==> src/rtl/core_mem_arbiter.sv <==
// N-channel round-robin memory arbiter: one transaction in flight, responses routed to the owning channel.
// Define MEMARB_FIXED_PRIORITY_EN to replace round-robin with lowest-index-wins priority.
module core_mem_arbiter #(
    parameter int NUM_CH = 2,
    parameter int ADDR_W = 32,
    parameter int DATA_W = 32
) (
    input  logic                     clk,
    input  logic                     reset,
    input  logic [NUM_CH-1:0]        ch_cmd_start,
    input  logic [NUM_CH-1:0]        ch_cmd_write,
    output logic [NUM_CH-1:0]        ch_cmd_ready,
    input  logic [NUM_CH*ADDR_W-1:0] ch_addr,
    input  logic [NUM_CH*DATA_W-1:0] ch_wdata,
    input  logic [NUM_CH*DATA_W-1:0] ch_wmask,
    output logic [DATA_W-1:0]        ch_rdata,
    output logic [NUM_CH-1:0]        ch_rdata_valid,
    output logic                     mem_cmd_start,
    output logic                     mem_cmd_write,
    input  logic                     mem_cmd_ready,
    output logic [ADDR_W-1:0]        mem_addr,
    output logic [DATA_W-1:0]        mem_wdata,
    output logic [DATA_W-1:0]        mem_wmask,
    input  logic [DATA_W-1:0]        mem_rdata,
    input  logic                     mem_rdata_valid
);

    localparam int CH_W = (NUM_CH > 1) ? $clog2(NUM_CH) : 1;

    typedef enum logic [1:0] {
        IDLE,
        ISSUE,
        WAIT_RD
    } state_t;

    state_t              state_q;
    logic [CH_W-1:0]     rr_ptr_q;
    logic [CH_W-1:0]     owner_q;
    logic                write_q;
    logic [ADDR_W-1:0]   addr_q;
    logic [DATA_W-1:0]   wdata_q;
    logic [DATA_W-1:0]   wmask_q;
    logic                mem_start_q;
    logic [DATA_W-1:0]   rdata_q;
    logic [NUM_CH-1:0]   rdata_valid_q;

    logic                gnt_vld_d;
    logic [CH_W-1:0]     gnt_idx_d;
    logic                sel_write_d;
    logic [ADDR_W-1:0]   sel_addr_d;
    logic [DATA_W-1:0]   sel_wdata_d;
    logic [DATA_W-1:0]   sel_wmask_d;

    // Descending scans leave the lowest matching index as the winner.
    always_comb begin
        gnt_vld_d = 1'b0;
        gnt_idx_d = '0;
`ifdef MEMARB_FIXED_PRIORITY_EN
        for (int i = NUM_CH - 1; i >= 0; i--) begin
            if (ch_cmd_start[i]) begin
                gnt_vld_d = 1'b1;
                gnt_idx_d = CH_W'(i);
            end
        end
`else
        // Wrapped candidates (<= rr_ptr) first, then the ones after rr_ptr override them.
        for (int i = NUM_CH - 1; i >= 0; i--) begin
            if (ch_cmd_start[i] && (CH_W'(i) <= rr_ptr_q)) begin
                gnt_vld_d = 1'b1;
                gnt_idx_d = CH_W'(i);
            end
        end
        for (int i = NUM_CH - 1; i >= 0; i--) begin
            if (ch_cmd_start[i] && (CH_W'(i) > rr_ptr_q)) begin
                gnt_vld_d = 1'b1;
                gnt_idx_d = CH_W'(i);
            end
        end
`endif
    end

    always_comb begin
        sel_write_d = 1'b0;
        sel_addr_d  = '0;
        sel_wdata_d = '0;
        sel_wmask_d = '0;
        for (int i = 0; i < NUM_CH; i++) begin
            if (CH_W'(i) == gnt_idx_d) begin
                sel_write_d = ch_cmd_write[i];
                sel_addr_d  = ch_addr[i*ADDR_W +: ADDR_W];
                sel_wdata_d = ch_wdata[i*DATA_W +: DATA_W];
                sel_wmask_d = ch_wmask[i*DATA_W +: DATA_W];
            end
        end
    end

    always_comb begin
        ch_cmd_ready = '0;
        for (int i = 0; i < NUM_CH; i++) begin
            if ((state_q == IDLE) && gnt_vld_d && (CH_W'(i) == gnt_idx_d)) begin
                ch_cmd_ready[i] = 1'b1;
            end
        end
    end

    always_ff @(posedge clk) begin
        if (reset) begin
            state_q       <= IDLE;
            rr_ptr_q      <= CH_W'(NUM_CH - 1);
            owner_q       <= '0;
            write_q       <= 1'b0;
            addr_q        <= '0;
            wdata_q       <= '0;
            wmask_q       <= '0;
            mem_start_q   <= 1'b0;
            rdata_q       <= '0;
            rdata_valid_q <= '0;
        end else begin
            rdata_valid_q <= '0;
            case (state_q)
                IDLE: begin
                    if (gnt_vld_d) begin
                        write_q     <= sel_write_d;
                        addr_q      <= sel_addr_d;
                        wdata_q     <= sel_wdata_d;
                        wmask_q     <= sel_wmask_d;
                        owner_q     <= gnt_idx_d;
                        rr_ptr_q    <= gnt_idx_d;
                        mem_start_q <= 1'b1;
                        state_q     <= ISSUE;
                    end
                end
                ISSUE: begin
                    if (mem_cmd_ready) begin
                        mem_start_q <= 1'b0;
                        state_q     <= write_q ? IDLE : WAIT_RD;
                    end
                end
                WAIT_RD: begin
                    if (mem_rdata_valid) begin
                        rdata_q                <= mem_rdata;
                        rdata_valid_q[owner_q] <= 1'b1;
                        state_q                <= IDLE;
                    end
                end
                default: state_q <= IDLE;
            endcase
        end
    end

    assign mem_cmd_start  = mem_start_q;
    assign mem_cmd_write  = write_q;
    assign mem_addr       = addr_q;
    assign mem_wdata      = wdata_q;
    assign mem_wmask      = wmask_q;
    assign ch_rdata       = rdata_q;
    assign ch_rdata_valid = rdata_valid_q;

endmodule

==> config.mk <==
export PLATFORM = sky130hd
export DESIGN_NAME = core_mem_arbiter
export DESIGN_NICKNAME = d
export VERILOG_FILES = /design/src/rtl/core_mem_arbiter.sv
export SDC_FILE = /design/constraint.sdc
export NUM_CORES = 1
export LEC_CHECK = 0
export BUFFER_PORTS_ARGS = -buffer_cell sky130_fd_sc_hd__buf_2
export CORE_AREA = 5 5 140 142
export DETAILED_ROUTE_END_ITERATION = 7
export DIE_AREA = 0 0 145 147
export PLACE_DENSITY = 0.63
export SYNTH_ARGS = -nofsm -noshare
export SYNTH_HDL_FRONTEND = slang
export SYNTH_SLANG_ARGS = --single-unit
==> constraint.sdc <==
create_clock -name clk -period 1.9 [get_ports clk]
set_clock_uncertainty 0.2 [all_clocks]
set_input_delay 0.095 -clock clk [delete_from_list [all_inputs] [get_ports clk]]
set_output_delay 0.095 -clock clk [all_outputs]
set_load 0.02 [all_outputs]
==> flow_summary.html <==
<table>
<tr><th>Metric</th><th>Value</th></tr>
<tr><th colspan="2">Run status</th></tr>
<tr><td>Run status</td><td>complete, but fails checks</td></tr>
<tr><td>Violated checks</td><td>design-rule violations</td></tr>
<tr><th colspan="2">Run</th></tr>
<tr><td>Max-cap check violation count</td><td>0</td></tr>
<tr><th colspan="2">Synthesis</th></tr>
<tr><td>Post-synthesis register bit count</td><td>136</td></tr>
<tr><td>Synthesized-area fraction occupied by xor and xnor cells</td><td>0%</td></tr>
<tr><td>Post-synthesis compound-gate area fraction</td><td>between 20 and 25%</td></tr>
<tr><td>Number of synthesized flops with an enable pin</td><td>0</td></tr>
<tr><td>Fraction of synthesis flops using an asynchronous set or reset pin</td><td>0%</td></tr>
<tr><td>YS warnings</td><td>0</td></tr>
<tr><td>Number of different library cells in the post-synthesis netlist</td><td>26</td></tr>
<tr><td>Synthesized-area fraction occupied by adder cells</td><td>0%</td></tr>
<tr><td>Post-synth top area cell</td><td>dfxtp_1</td></tr>
<tr><td>List of most frequent post-synthesis cells</td><td>136 x dfxtp_1, 100 x o21ai_0, 97 x a31oi_1, 97 x nand3_1, 97 x nand4_1</td></tr>
<tr><td>Post-Synth Simple-Gate Area</td><td>23.7%</td></tr>
<tr><td>Number of nets in the synthesized netlist</td><td>approximately 980</td></tr>
<tr><td>Main combinational cell family by area after synthesis</td><td>simple AND/OR/NAND/NOR gates</td></tr>
<tr><td>Post-Synthesis Mean Instance Area</td><td>8.05 um2</td></tr>
<tr><td>Share of the yosys chip area belonging to registers</td><td>45.3%</td></tr>
<tr><td>Mux contribution to synthesized area</td><td>0%</td></tr>
<tr><td>Most instantiated library cell after synthesis</td><td>dfxtp_1</td></tr>
<tr><td>Synthesized instance count</td><td>747</td></tr>
<tr><td>Main synth FF type</td><td>dfxtp_1</td></tr>
<tr><td>Area of the mapped netlist</td><td>0.00601 mm2</td></tr>
<tr><td>Share of Yosys cell area claimed by the top area cell type</td><td>45.3%</td></tr>
<tr><td>Area contributors post-synth</td><td>dfxtp_1 45%, a31oi_1 10%, nand4_1 10%</td></tr>
<tr><th colspan="2">Detailed routing</th></tr>
<tr><td>Total wirelength of the detailed-routed design</td><td>29.2 mm</td></tr>
<tr><td>Drc violations</td><td>2</td></tr>
<tr><td>Via count</td><td>8585</td></tr>
<tr><td>First-iteration detailed-routing DRC count</td><td>623</td></tr>
<tr><td>Total iterations of the first detailed-routing run</td><td>8</td></tr>
<tr><td>Per-cell routed wire length</td><td>approximately 19 um</td></tr>
<tr><td>Number of vias per cell after detailed routing</td><td>about 5.5</td></tr>
<tr><td>Number of antenna-violating nets in the routed design</td><td>0</td></tr>
<tr><th colspan="2">Finish</th></tr>
<tr><td># nets final</td><td>1532</td></tr>
<tr><td>Area added between synthesis and finish</td><td>84.3%</td></tr>
<tr><td>Ratio of cells with drive above 1 in the final layout</td><td>around a third</td></tr>
<tr><td>Final design area excluding fillers</td><td>roughly 0.011 mm2</td></tr>
<tr><td>Layout Utilization</td><td>60.5%</td></tr>
<tr><th colspan="2">Timing</th></tr>
<tr><td>Total negative slack</td><td>0 ns</td></tr>
<tr><td>Highest achievable clock rate</td><td>540 MHz</td></tr>
<tr><td>Count of final setup violators</td><td>0</td></tr>
<tr><td>Pin slew with the least headroom to its limit</td><td>0.634 ns</td></tr>
<tr><td>Period minus WS final</td><td>roughly 1.9 ns</td></tr>
<tr><td>Portion of the clock cycle consumed by the worst path in the final layout</td><td>97.4%</td></tr>
<tr><td>Unrepaired setup endpoints after global routing</td><td>no</td></tr>
<tr><td>Final worst setup slack</td><td>0.0490 ns</td></tr>
<tr><td>Slew headroom</td><td>between 50% and 60%</td></tr>
<tr><td>Total count of hold-check failures in the final report</td><td>0</td></tr>
<tr><td>Max Slew Vio Count</td><td>0</td></tr>
<tr><th colspan="2">Setup path</th></tr>
<tr><td>FF-to-FF setup slack</td><td>0.19 ns</td></tr>
<tr><td>Worst EP arrival</td><td>1.56 ns</td></tr>
<tr><td>Worst path required time</td><td>1.60 ns</td></tr>
<tr><td>Cell with the largest stage delay on the worst path</td><td>dfxtp_4</td></tr>
<tr><td>Series of cell instances along the critical path</td><td>or2_4, buf_12, nor3_4, buf_6</td></tr>
<tr><td>WS Path Type</td><td>flop to primary output</td></tr>
<tr><td>Maximum fanout along the worst path</td><td>25</td></tr>
<tr><td>Critical path capture point type</td><td>primary output</td></tr>
<tr><td>Worst setup SP type</td><td>flop</td></tr>
<tr><td>Delay of the slowest cell on the worst path</td><td>0.37 ns</td></tr>
<tr><th colspan="2">Floorplanning</th></tr>
<tr><td>Number of cell rows</td><td>50</td></tr>
<tr><td>Overall die area</td><td>0.0213 mm2</td></tr>
<tr><td>Height of the die</td><td>147 um</td></tr>
<tr><td>Die extent in x</td><td>145 um</td></tr>
<tr><td>Number of ports placed on the die boundary</td><td>between 300 and 400</td></tr>
<tr><td>Total core area</td><td>0.0183 mm2</td></tr>
<tr><td>Effective utilization at floorplan</td><td>32.8%</td></tr>
<tr><th colspan="2">Placed design</th></tr>
<tr><td>Placed instance area</td><td>roughly 0.008 mm2</td></tr>
<tr><td>Port Buf Inserts</td><td>around 370</td></tr>
<tr><td>DP HPWL</td><td>between 15 and 20 mm</td></tr>
<tr><td>Global placer's final weighted congestion</td><td>between 0.8 and 0.9</td></tr>
<tr><td>Worst setup slack before clock tree synthesis</td><td>0.213 ns</td></tr>
<tr><th colspan="2">Power</th></tr>
<tr><td>Design Power</td><td>between 8 and 9 mW</td></tr>
<tr><td>Leakage Power</td><td>around 4.8 nW</td></tr>
<tr><td>Clk network pwr share</td><td>36.4%</td></tr>
<tr><td>Internal power</td><td>about 6 mW</td></tr>
<tr><td>Psw</td><td>between 2 and 3 mW</td></tr>
<tr><td>Cell area power density</td><td>805 mW/mm2</td></tr>
<tr><td>Switching share of power</td><td>roughly a third</td></tr>
<tr><td>Worst VDD drop</td><td>0.604 mV</td></tr>
<tr><td>Combinational power share</td><td>27.5%</td></tr>
<tr><td>Seq pwr share</td><td>36.0%</td></tr>
<tr><th colspan="2">CTS</th></tr>
<tr><td>Clk sinks</td><td>136</td></tr>
<tr><td>Clock root cell</td><td>clkbuf_16</td></tr>
<tr><td>Total CTS buffers</td><td>17</td></tr>
<tr><td>Clock tree from TritonCTS</td><td>yes</td></tr>
<tr><td>Number of H-tree levels</td><td>4</td></tr>
<tr><td>Max clock buf depth</td><td>2</td></tr>
<tr><td>Clock-pin slew on the worst setup and hold paths</td><td>~0.06 ns</td></tr>
<tr><td>Clock latency reported for the late side of the worst-skew pair</td><td>between 0.4 and 0.5 ns</td></tr>
<tr><th colspan="2">Min path</th></tr>
<tr><td>Hold crit path type</td><td>input port to flop</td></tr>
<tr><th colspan="2">Global route</th></tr>
<tr><td>Overall global routing resource usage</td><td>25.6%</td></tr>
<tr><td>Leftover overflow at the end of global routing</td><td>0</td></tr>
<tr><td>Global-route wire length before repair</td><td>45.3 mm</td></tr>
<tr><td>Initial antenna violation count</td><td>2</td></tr>
<tr><td>Via count of the first global-routing pass</td><td>8657</td></tr>
<tr><td>Largest net degree at the start of global routing</td><td>95</td></tr>
</table>
==> per-stage QoR <==
step / std cells / hold slack (ns)
floorplan: 747 / 0.0104
global placement: 1277 / 0.121
detailed placement: 1277 / 0.124
CTS: 1544 / 0.0267
global route: 1549 / 0.0619
finish: 1549 / 0.0461
==> registers in the layout, summed over array words and instances (netlist names) <==
name / cells
ch_rdata: 32
mem_addr: 32
mem_wdata: 32
mem_wmask: 32
ch_rdata_valid: 2
state_q: 2
mem_cmd_start: 1
mem_cmd_write: 1
owner_q: 1
rr_ptr_q: 1
==> repair_timing <==
item / in CTS / in global routing
buffers inserted: 2 / 2
gates cloned: 2 / 1
pin swaps: 2 / 1
endpoints found under the setup margin: 2 / 3
resized for setup: 6 / 3
endpoints found under the hold margin: 132 / 0
hold buffers: 231 / 0
==> metal layers <==
layer | vias up | share of wire, % | global-route usage (%)
li1 | 3929 | - | -
met1 | 3929 | 39 | 30.6
met2 | 575 | 47 | 40.5
met3 | 152 | 8.7 | 7.71
met4 | 0 | 6.0 | 15.8
met5 | - | 0 | 0
==> final timing paths <==
kind,from,endpoint,cells past startpoint
max,state_q[0],ch_cmd_ready[0],4
min reg2reg,owner_q,ch_rdata_valid[0],1
min,ch_cmd_start[1],mem_cmd_start,4
max reg2reg,state_q[0],mem_addr[23],5
==> layout make-up <==
type | count | area [um2]
Clock buffer | 18 | 429
Inverter | 3 | 11.3
Antenna cell | 2 | 5.00
Sequential cell | 136 | 2730
Fill cell | 1514 | 7250
Multi-Input combinational cell | 509 | 2800
Tap cell | 234 | 293
Clock inverter | 14 | 140
Timing Repair Buffer | 633 | 4680
==> worst max-delay path: cells and delay by family, from the launching register on <==
kind,cells,cell delay [ns]
and+or+nand+nor,2,0.45
DFF,1,0.37
buffers and inverters,2,0.30
==> power groups by stage <==
stage | clock network, mW | registers [mW] | logic [mW]
2_1_floorplan | 0 | 3.53 | 0.884
3_3_place_gp | 0 | 3.27 | 1.92
3_5_place_dp | 0 | 3.27 | 1.93
4_1_cts | 3.31 | 3.21 | 2.38
5_1_grt | 3.45 | 3.24 | 2.62
6_report | 3.25 | 3.22 | 2.45
==> cells by family (layout without fill, tap and decap cells) <==
logic type / Yosys count / count (layout)
AO/OA/AOI/OAI: 237 / 237
buffers and inverters: 102 / 668
flip-flops: 136 / 136
other: 0 / 2
AND/OR/NAND/NOR: 272 / 272
==> placed cells by master, fill, tap and decap left out, types with 3 or more instances in the layout <==
cell	Yosys	layout
buf_2	29	362
o21ai_0	100	100
nand3_1	97	97
a21oi_1	35	35
dlygate4sd3_1	0	231
clkinv_4	0	4
inv_6	0	5
clkbuf_16	0	18
a31oi_1	97	97
inv_1	3	3
buf_4	15	20
nor3b_1	3	3
nand4_1	97	97
dfxtp_1	136	135
buf_12	0	15
nand2_1	65	65
Power figures use the tool's default switching activity.
